$ cat config.mk
export PLATFORM = sky130hd
export DESIGN_NAME = regfile_sb
export DESIGN_NICKNAME = d
export VERILOG_FILES = /design/src/rtl/regfile_sb.sv
export SDC_FILE = /design/constraint.sdc
export NUM_CORES = 2
export LEC_CHECK = 0
export BUFFER_PORTS_ARGS = -buffer_cell sky130_fd_sc_hd__buf_2
export CAP_MARGIN = 10
export CORE_ASPECT_RATIO = 0.75
export CORE_UTILIZATION = 52
export CTS_CLUSTER_SIZE = 24
export DETAILED_ROUTE_END_ITERATION = 6
export PLACE_DENSITY = 0.79
export SYNTH_ARGS = -nofsm -noshare
export SYNTH_HDL_FRONTEND = slang
export SYNTH_SLANG_ARGS = --single-unit
$ cat constraint.sdc
create_clock -name clk -period 9.82 [get_ports clk]
set_input_delay 0.491 -clock clk [delete_from_list [all_inputs] [get_ports clk]]
set_output_delay 0.491 -clock clk [all_outputs]
set_load 0.02 [all_outputs]
$ cat src/rtl/regfile_sb.sv
// Multi-ported integer register file with write-to-read bypass and a
// per-register busy scoreboard; register 0 always reads as zero.
module regfile_sb #(
  parameter int unsigned WIDTH = 32,
  parameter int unsigned NREGS = 32,
  parameter int unsigned NRD   = 2,
  parameter int unsigned NWR   = 2,
  parameter int unsigned AW    = $clog2(NREGS)
) (
  input  logic                          clk,
  input  logic                          reset,
  input  logic [NRD*AW-1:0]             ra,
  output logic [NRD*WIDTH-1:0]          rd,
  output logic [NRD-1:0]                rbusy,
  input  logic [NWR-1:0]                we,
  input  logic [NWR*AW-1:0]             wa,
  input  logic [NWR*WIDTH-1:0]          wd,
  input  logic                          iss_valid,
  input  logic [AW-1:0]                 iss_addr,
  output logic                          iss_ready,
  output logic [$clog2(NREGS+1)-1:0]    nbusy
);

  localparam int unsigned CW = $clog2(NREGS + 1);

  logic [WIDTH-1:0] rf [NREGS];
  logic [NREGS-1:0] busy;
  logic [NREGS-1:0] wr_hit;
  logic [NREGS-1:0] busy_eff;
  logic [NREGS-1:0] iss_set;
  logic [NREGS-1:0] busy_nxt;
  logic [CW-1:0]    n_set;
  logic [CW-1:0]    n_clr;

  // Per-register mask of this cycle's effective writes (r0 excluded)
  always_comb begin
    wr_hit = '0;
    for (int j = 0; j < int'(NWR); j++) begin
      if (we[j] && (wa[j*AW +: AW] != '0)) begin
        wr_hit[wa[j*AW +: AW]] = 1'b1;
      end
    end
  end

  assign busy_eff  = busy & ~wr_hit;
  assign iss_ready = (iss_addr == '0) || !busy_eff[iss_addr];

  always_comb begin
    iss_set = '0;
    if (iss_valid && iss_ready && (iss_addr != '0)) begin
      iss_set[iss_addr] = 1'b1;
    end
  end

  // Issue set wins over a same-cycle writeback clear
  assign busy_nxt = busy_eff | iss_set;

  // Count only bits that actually flip, so duplicate writes count once
  always_comb begin
    n_set = '0;
    n_clr = '0;
    for (int r = 0; r < int'(NREGS); r++) begin
      n_set = n_set + CW'(busy_nxt[r] & ~busy[r]);
      n_clr = n_clr + CW'(busy[r] & ~busy_nxt[r]);
    end
  end

  always_ff @(posedge clk) begin
    if (reset) begin
      busy  <= '0;
      nbusy <= '0;
    end else begin
      busy  <= busy_nxt;
      nbusy <= nbusy + n_set - n_clr;
    end
  end

  // Later ports overwrite earlier ones, so the highest index wins a collision
  always_ff @(posedge clk) begin
    if (reset) begin
      for (int r = 0; r < int'(NREGS); r++) begin
        rf[r] <= '0;
      end
    end else begin
      for (int j = 0; j < int'(NWR); j++) begin
        if (we[j] && (wa[j*AW +: AW] != '0)) begin
          rf[wa[j*AW +: AW]] <= wd[j*WIDTH +: WIDTH];
        end
      end
    end
  end

  // Read ports: array value, overridden by the highest-index matching write
  always_comb begin
    rd    = '0;
    rbusy = '0;
    for (int i = 0; i < int'(NRD); i++) begin
      if (ra[i*AW +: AW] != '0) begin
        rd[i*WIDTH +: WIDTH] = rf[ra[i*AW +: AW]];
        rbusy[i]             = busy[ra[i*AW +: AW]];
        for (int j = 0; j < int'(NWR); j++) begin
          if (we[j] && (wa[j*AW +: AW] == ra[i*AW +: AW])) begin
            rd[i*WIDTH +: WIDTH] = wd[j*WIDTH +: WIDTH];
            rbusy[i]             = 1'b0;
          end
        end
      end
    end
  end

endmodule

# After elaboration in Yosys (flattened, before gate mapping)
# Memories as Yosys holds them, arrays and structs flattened.
# Cells that the tools add are included.
# word_totals
register_bits,38
ram_bits,1024
input_bits,94
out_inout_bits,73
mem_count,1
# classes
add_sub_neg,64
magnitude_cmp,8
eq_ne,4
n_mux,41
bitwise,132
reduce_logical,21
# memory_table
name,depth,width,read_ports,rd_ports_with_merged_regs,wr,line,rtl
rf,32,32,2,0,32,26,logic [WIDTH-1:0] rf [NREGS];
# op_table
operator,n
1-bit by 6-bit AND with 6-bit output,64
1-bit inverter with 6-bit output,64
6-bit adder,63
32-bit two-way mux,11
32-bit bitwise OR,2
32-bit OR reduction,2
32-bit AND,1
32-bit inverter,1
"5-bit by 6-bit < comparator with 1-bit output, second input constant",5
5-bit nonzero test,5
1-bit two-way mux,22
5-bit equality test,4
1-bit binary-select mux with 5-bit select,3
1-bit demux with 5-bit select,3
"5-bit by 1-bit >= comparator with 1-bit output, second input constant",3
1-bit logical AND,11
5-bit two-way mux,2
6-bit subtractor,1
5-bit zero test,1
1-bit zero test,1
1-bit logical OR,1

# Logic depth before layout (Yosys ltp)
# logic_depth
word_depth,51
ltp_mapped,29
mapped_depth_nobuf,26

# Worst setup path before layout
# No wires, ideal clock.
# synth_timing
path_type,input to register
from,input port wa[3]
to,register nbusy[5]
setup_ps,128
arrival_time_ps,7245
required_time_ps,9692
path_slack_ps,2447
cell_stages,28
path_buffers,3
cell_sequence,buf_4 nand4bb_1 buf_4 nor3_2 o31ai_4 o311ai_4 or4_1 buf_2 o2111ai_1 fa_1 fa_1 fa_1 fa_1 fa_1 inv_1 fa_1 fa_1 inv_1 fa_1 inv_1 ha_1 inv_1 fa_1 inv_1 a21o_1 a21oi_1 xnor2_1 nor2_1
# synth_between
elab_chain_cells,51
word_cells_on_any_way,180
cone_classes,add/sub: 64; order compare: 2; mux: 7; bitwise: 100; reduce/logical: 7
# synth_lines
element,line,rtl
start: declaration,16,"input logic [NWR*AW-1:0] wa,"
5-bit by 6-bit < comparator with 1-bit output (not written as such) or 5-bit by 1-bit >= comparator with 1-bit output (tied branches),40,wr_hit[wa[j*AW +: AW]] = 1'b1;
1-bit logical AND (not written as such),40,
1-bit two-way mux (not written as such),40,
1-bit demux with 5-bit select,40,
32-bit two-way mux *,39,if (we[j] && (wa[j*AW +: AW] != '0)) begin
32-bit bitwise OR (no source line),--,
32-bit two-way mux *,39,
32-bit inverter *,45,assign busy_eff = busy & ~wr_hit;
[... 5 more ...],--,
1-bit logical AND (2 in a row),50,if (iss_valid && iss_ready && (iss_addr != '0)) begin
32-bit two-way mux,50,
32-bit bitwise OR *,56,assign busy_nxt = busy_eff | iss_set;
1-bit by 6-bit AND with 6-bit output or 1-bit inverter with 6-bit output (tied branches),"63, 64",
6-bit adder or 1-bit by 6-bit AND with 6-bit output (tied branches),"63, 64",
"6-bit adder, on equally long branches (30 in a row)","63, 64",
"6-bit adder, on equally long branches","74, 64",
6-bit subtractor *,74,nbusy <= nbusy + n_set - n_clr;
end signal: assignment,74,
end: declaration,21,output logic [$clog2(NREGS+1)-1:0] nbusy
# Every way passes the cells marked *; elsewhere a longest branch is shown, timed or not. The select of a mux whose other input is x is not followed.
# A chain may end at the register's enable or synchronous reset.

# Worst setup path in the final report
# layout_timing
from,input port wa[6]
to,register nbusy[5]
# layout_between
elab_chain_cells,50
word_cells_on_any_way,179
cone_classes,add/sub: 64; order compare: 2; mux: 6; bitwise: 100; reduce/logical: 7
# layout_lines
element,line
5-bit by 6-bit < comparator with 1-bit output (not written as such) or 5-bit by 1-bit >= comparator with 1-bit output (tied branches),40
1-bit logical AND (not written as such),40
1-bit two-way mux (not written as such),40
1-bit demux with 5-bit select,40
32-bit bitwise OR (no source line),--
32-bit two-way mux *,39
32-bit inverter *,45
32-bit AND *,45
[... 4 more ...],--
1-bit logical AND (2 in a row),50
32-bit two-way mux,50
32-bit bitwise OR *,56
1-bit by 6-bit AND with 6-bit output or 1-bit inverter with 6-bit output (tied branches),"63, 64"
6-bit adder or 1-bit by 6-bit AND with 6-bit output (tied branches),"63, 64"
"6-bit adder, on equally long branches (30 in a row)","63, 64"
"6-bit adder, on equally long branches","74, 64"
6-bit subtractor *,74
# Marked as above.

==> results by group <==
STA
  – Setup TNS: 0 ns
  – RSZ-0062 raised after global routing: no
  – Tcrit/Tclk final: 80.5%
  – Fmax: 126 MHz
  – Post-layout min period: 7.91 ns
  – Worst Tran Pin Value: 1.23 ns
  – Slew Limit Fails: 0
  – Final count of hold timing violations: 0
  – Setup violations, final: 0
  – Slew headroom: approximately 18%
  – Final worst slack: 1.91 ns
  – Clk_skew: 0.0227 ns

Logic synthesis
  – Largest family of logic cells by synthesized area: multiplexers
  – Most common cell in the netlist: edfxtp_1
  – Yosys warning count: 0
  – Adder-cell share of the synthesized area: 2.09%
  – Synth area leader: edfxtp_1
  – Synthesized area per cell: 14.6 um^2
  – Ys flop type: edfxtp_1
  – Synth top area share: 47.8%
  – Post-Syn Instances: 4396
  – Post-synth top cells: edfxtp_1, a22o_1, mux4_2
  – Main area contributors after synthesis: edfxtp_1, mux4_2, a22o_1, clkbuf_1, fa_1
  – Number of synthesized flops with an enable pin: 1024
  – Post-Synth XOR/XNOR Area: less than 1%
  – Async SR Flop Fraction: 0%
  – Simple-gate share of the synthesized area: roughly 3.8%
  – Post-synthesis mux area share: between 20 and 25%
  – Post-Syn Area: 64400 um^2
  – Synth Register Bits: 1062
  – Seq/Total Area, Yosys: 49.0%
  – Post-synthesis compound-gate area fraction: 15.7%
  – Distinct cells, synth: 61

Clocking
  – CTS tree: done
  – CTS Buffer Depth: 3
  – CTS sink cnt: 1062
  – Later-pin clock latency in the skew report: roughly 0.73 ns
  – Clock-pin slew on the worst setup and hold paths: roughly 0.080 ns
  – Setup bufs post-CTS: 0
  – # resized after CTS: 0
  – Root buf cell: clkbuf_16
  – Hold_buf cts: 0
  – H-tree depth: 3
  – CTS Buf Count: 108

Routing
  – # DRC: 29
  – Vias/cell: 8.47
  – Total iterations of the first detailed-routing run: 7
  – Antenna-violating nets left: 0
  – Avg WL per Cell: 44.1 um
  – DR vias: roughly 50k
  – Drt total wl: between 200 and 300 mm
  – Iter 0 DRT Violations: 10.5k

Critical path
  – Crit end category: flop
  – Worst reg-to-reg path cell count: 24
  – CP required: 10.40 ns
  – Reg2reg setup slack: between 2 and 2.5 ns
  – CP Max Fanout: 19
  – WP data arrival: 8.49 ns
  – Startpoint Class: primary input
  – Kind of critical path: primary input to flop

GRT
  – Number of global-route vias before repair: 47.6k
  – Grt total ovfl: 0
  – Largest net degree at the start of global routing: 143
  – Initial antenna violation count: 11
  – First-pass GRT wire length: between 300 and 400 mm
  – GRT Overall Usage: 40.9%

Run status
  – Status: finished, violations left
  – Violated checks: design-rule violations

Pwr
  – Net Sw Frac: 28.6%
  – Reg power frac: 45.0%
  – Worst vdd ir: 0.181 mV
  – Part of the power in combinational logic: 19.8%
  – PwrDens: roughly 170 nW/um^2
  – Int Pwr: 0.00861 W
  – Portion of total power attributed to the clock network: 35.2%
  – Leakage: 23.5 nW
  – Psw: about 0.0034 W

Die
  – # rows: 111
  – # IOs: ~170
  – Die ar.: ~130000 um^2
  – Die H: ~310 um
  – Initial Util: 52.5%
  – Chip width: 408 um
  – Core area: around 120000 um^2

Cells and area
  – Layout Cells excl Fill: between 5k and 6k
  – Layout Nets: 4298
  – Area growth syn-to-layout: 8.17%
  – Share of layout cells above drive strength 1: 29.0%

Hold path
  – Hold Crit Depth: 2
  – Worst hold path type: primary input to flop

Placement
  – Post-place setup slack: 1.37 ns
  – Final GP Congestion: 1.02
  – Port bufs: about 170
  – Inst Count DP: 5660
  – Post-DP HPWL: 133 mm

Job
  – Maximum Capacitance Violations: 0
## path summary, 6_finish.rpt
kind	from	endpoint
worst min-delay path	reset	busy[5]
worst max register to register	busy[16]	nbusy[5]
worst max-delay path	wa[6]	nbusy[5]
worst min register to register	busy[6]	busy[6]
## registers in the layout, indices dropped and copies added (netlist names)
register	cells
busy	32
rf	1024
nbusy	6
## placed cells by master, fill, tap and decap left out, types with 13 or more instances in the layout
master,Yosys,final
clkbuf_16,0,111
a22o_1,991,991
nand2_1,243,243
or3_1,21,16
o21ai_0,21,19
a21oi_1,15,15
edfxtp_1,1024,1024
xor2_1,22,22
o211ai_1,84,84
nor2_1,77,74
dfxtp_1,38,38
o22ai_1,32,32
mux2i_1,69,69
nor3_2,3,60
conb_1,1,32
clkbuf_1,532,22
inv_1,100,100
clkinv_1,0,17
ha_1,13,13
or2_2,28,28
diode_2,0,14
mux4_2,660,660
buf_4,14,127
nand3_1,19,17
clkinv_2,0,15
buf_2,84,155
fa_1,59,59
## layout make-up
type	count	area [um^2]
fillers	9196	52900
flip-flops and latches	1062	31500
multi-input cells	2567	30200
clock buffers	136	2900
well taps	1638	2050
repair buffers	293	1910
clock inverters	62	632
inverters	100	375
diodes	14	35.0
## cells by family (layout without fill, tap and decap cells)
kind of cell | after synthesis | in the layout
AND/OR/NAND/NOR | 518 | 518
XOR/XNOR | 30 | 30
flip-flops | 1062 | 1062
multiplexers | 729 | 729
adder cells (fa/ha/maj) | 72 | 72
other | 1 | 46
buffers and inverters | 798 | 591
AO/OA/AOI/OAI | 1186 | 1186
## stage by stage
step / power, W / instance area (um^2) / util (%) / hold slack, ns
CTS: 0.0119 / 69600 / 56.8 / 0.239
global route: 0.0123 / 69600 / 56.8 / 0.247
global placement: 0.00774 / 66000 / 53.9 / 0.577
detailed placement: 0.00782 / 66000 / 53.9 / 0.556
floorplan: 0.00711 / 64500 / - / 0.485
finish: 0.0121 / 69600 / 56.8 / 0.228
## worst max-delay path: stages
cell and delay, ns:
buf_2 0.19, nand2b_1 0.84, o22ai_1 0.29, o221ai_1 0.24
nand4_1 0.27, or4_1 0.74, o2111ai_1 0.33, fa_1 0.47
fa_1 0.53, fa_1 0.45, fa_1 0.51, fa_1 0.52
inv_1 0.06, fa_1 0.42, inv_1 0.09, fa_1 0.43
fa_1 0.44, inv_1 0.07, ha_1 0.16, inv_1 0.06
fa_1 0.45, inv_1 0.07, a21o_1 0.10, a21oi_1 0.07
xnor2_1 0.15, nor2_1 0.05
## power by group through the flow
stage	clock (W)	combinational [W]	sequential [W]
2_1_floorplan	0	0.00166	0.00545
3_3_place_gp	0	0.00227	0.00547
3_5_place_dp	0	0.00232	0.00550
4_1_cts	0.00421	0.00232	0.00541
5_1_grt	0.00437	0.00252	0.00544
6_report	0.00425	0.00239	0.00542
## routing by layer
| layer | vias up | GRT usage [%] | wire (um) |
|---|---|---|---|
| li1 | 17600 | - | - |
| met1 | 24300 | 51.2 | 81800 |
| met2 | 6199 | 54.8 | 104000 |
| met3 | 1514 | 22.0 | 52700 |
| met4 | 16 | 25.5 | 20200 |
| met5 | - | 2.22 | 372 |
No activity file was read; power rests on OpenSTA's default activity.
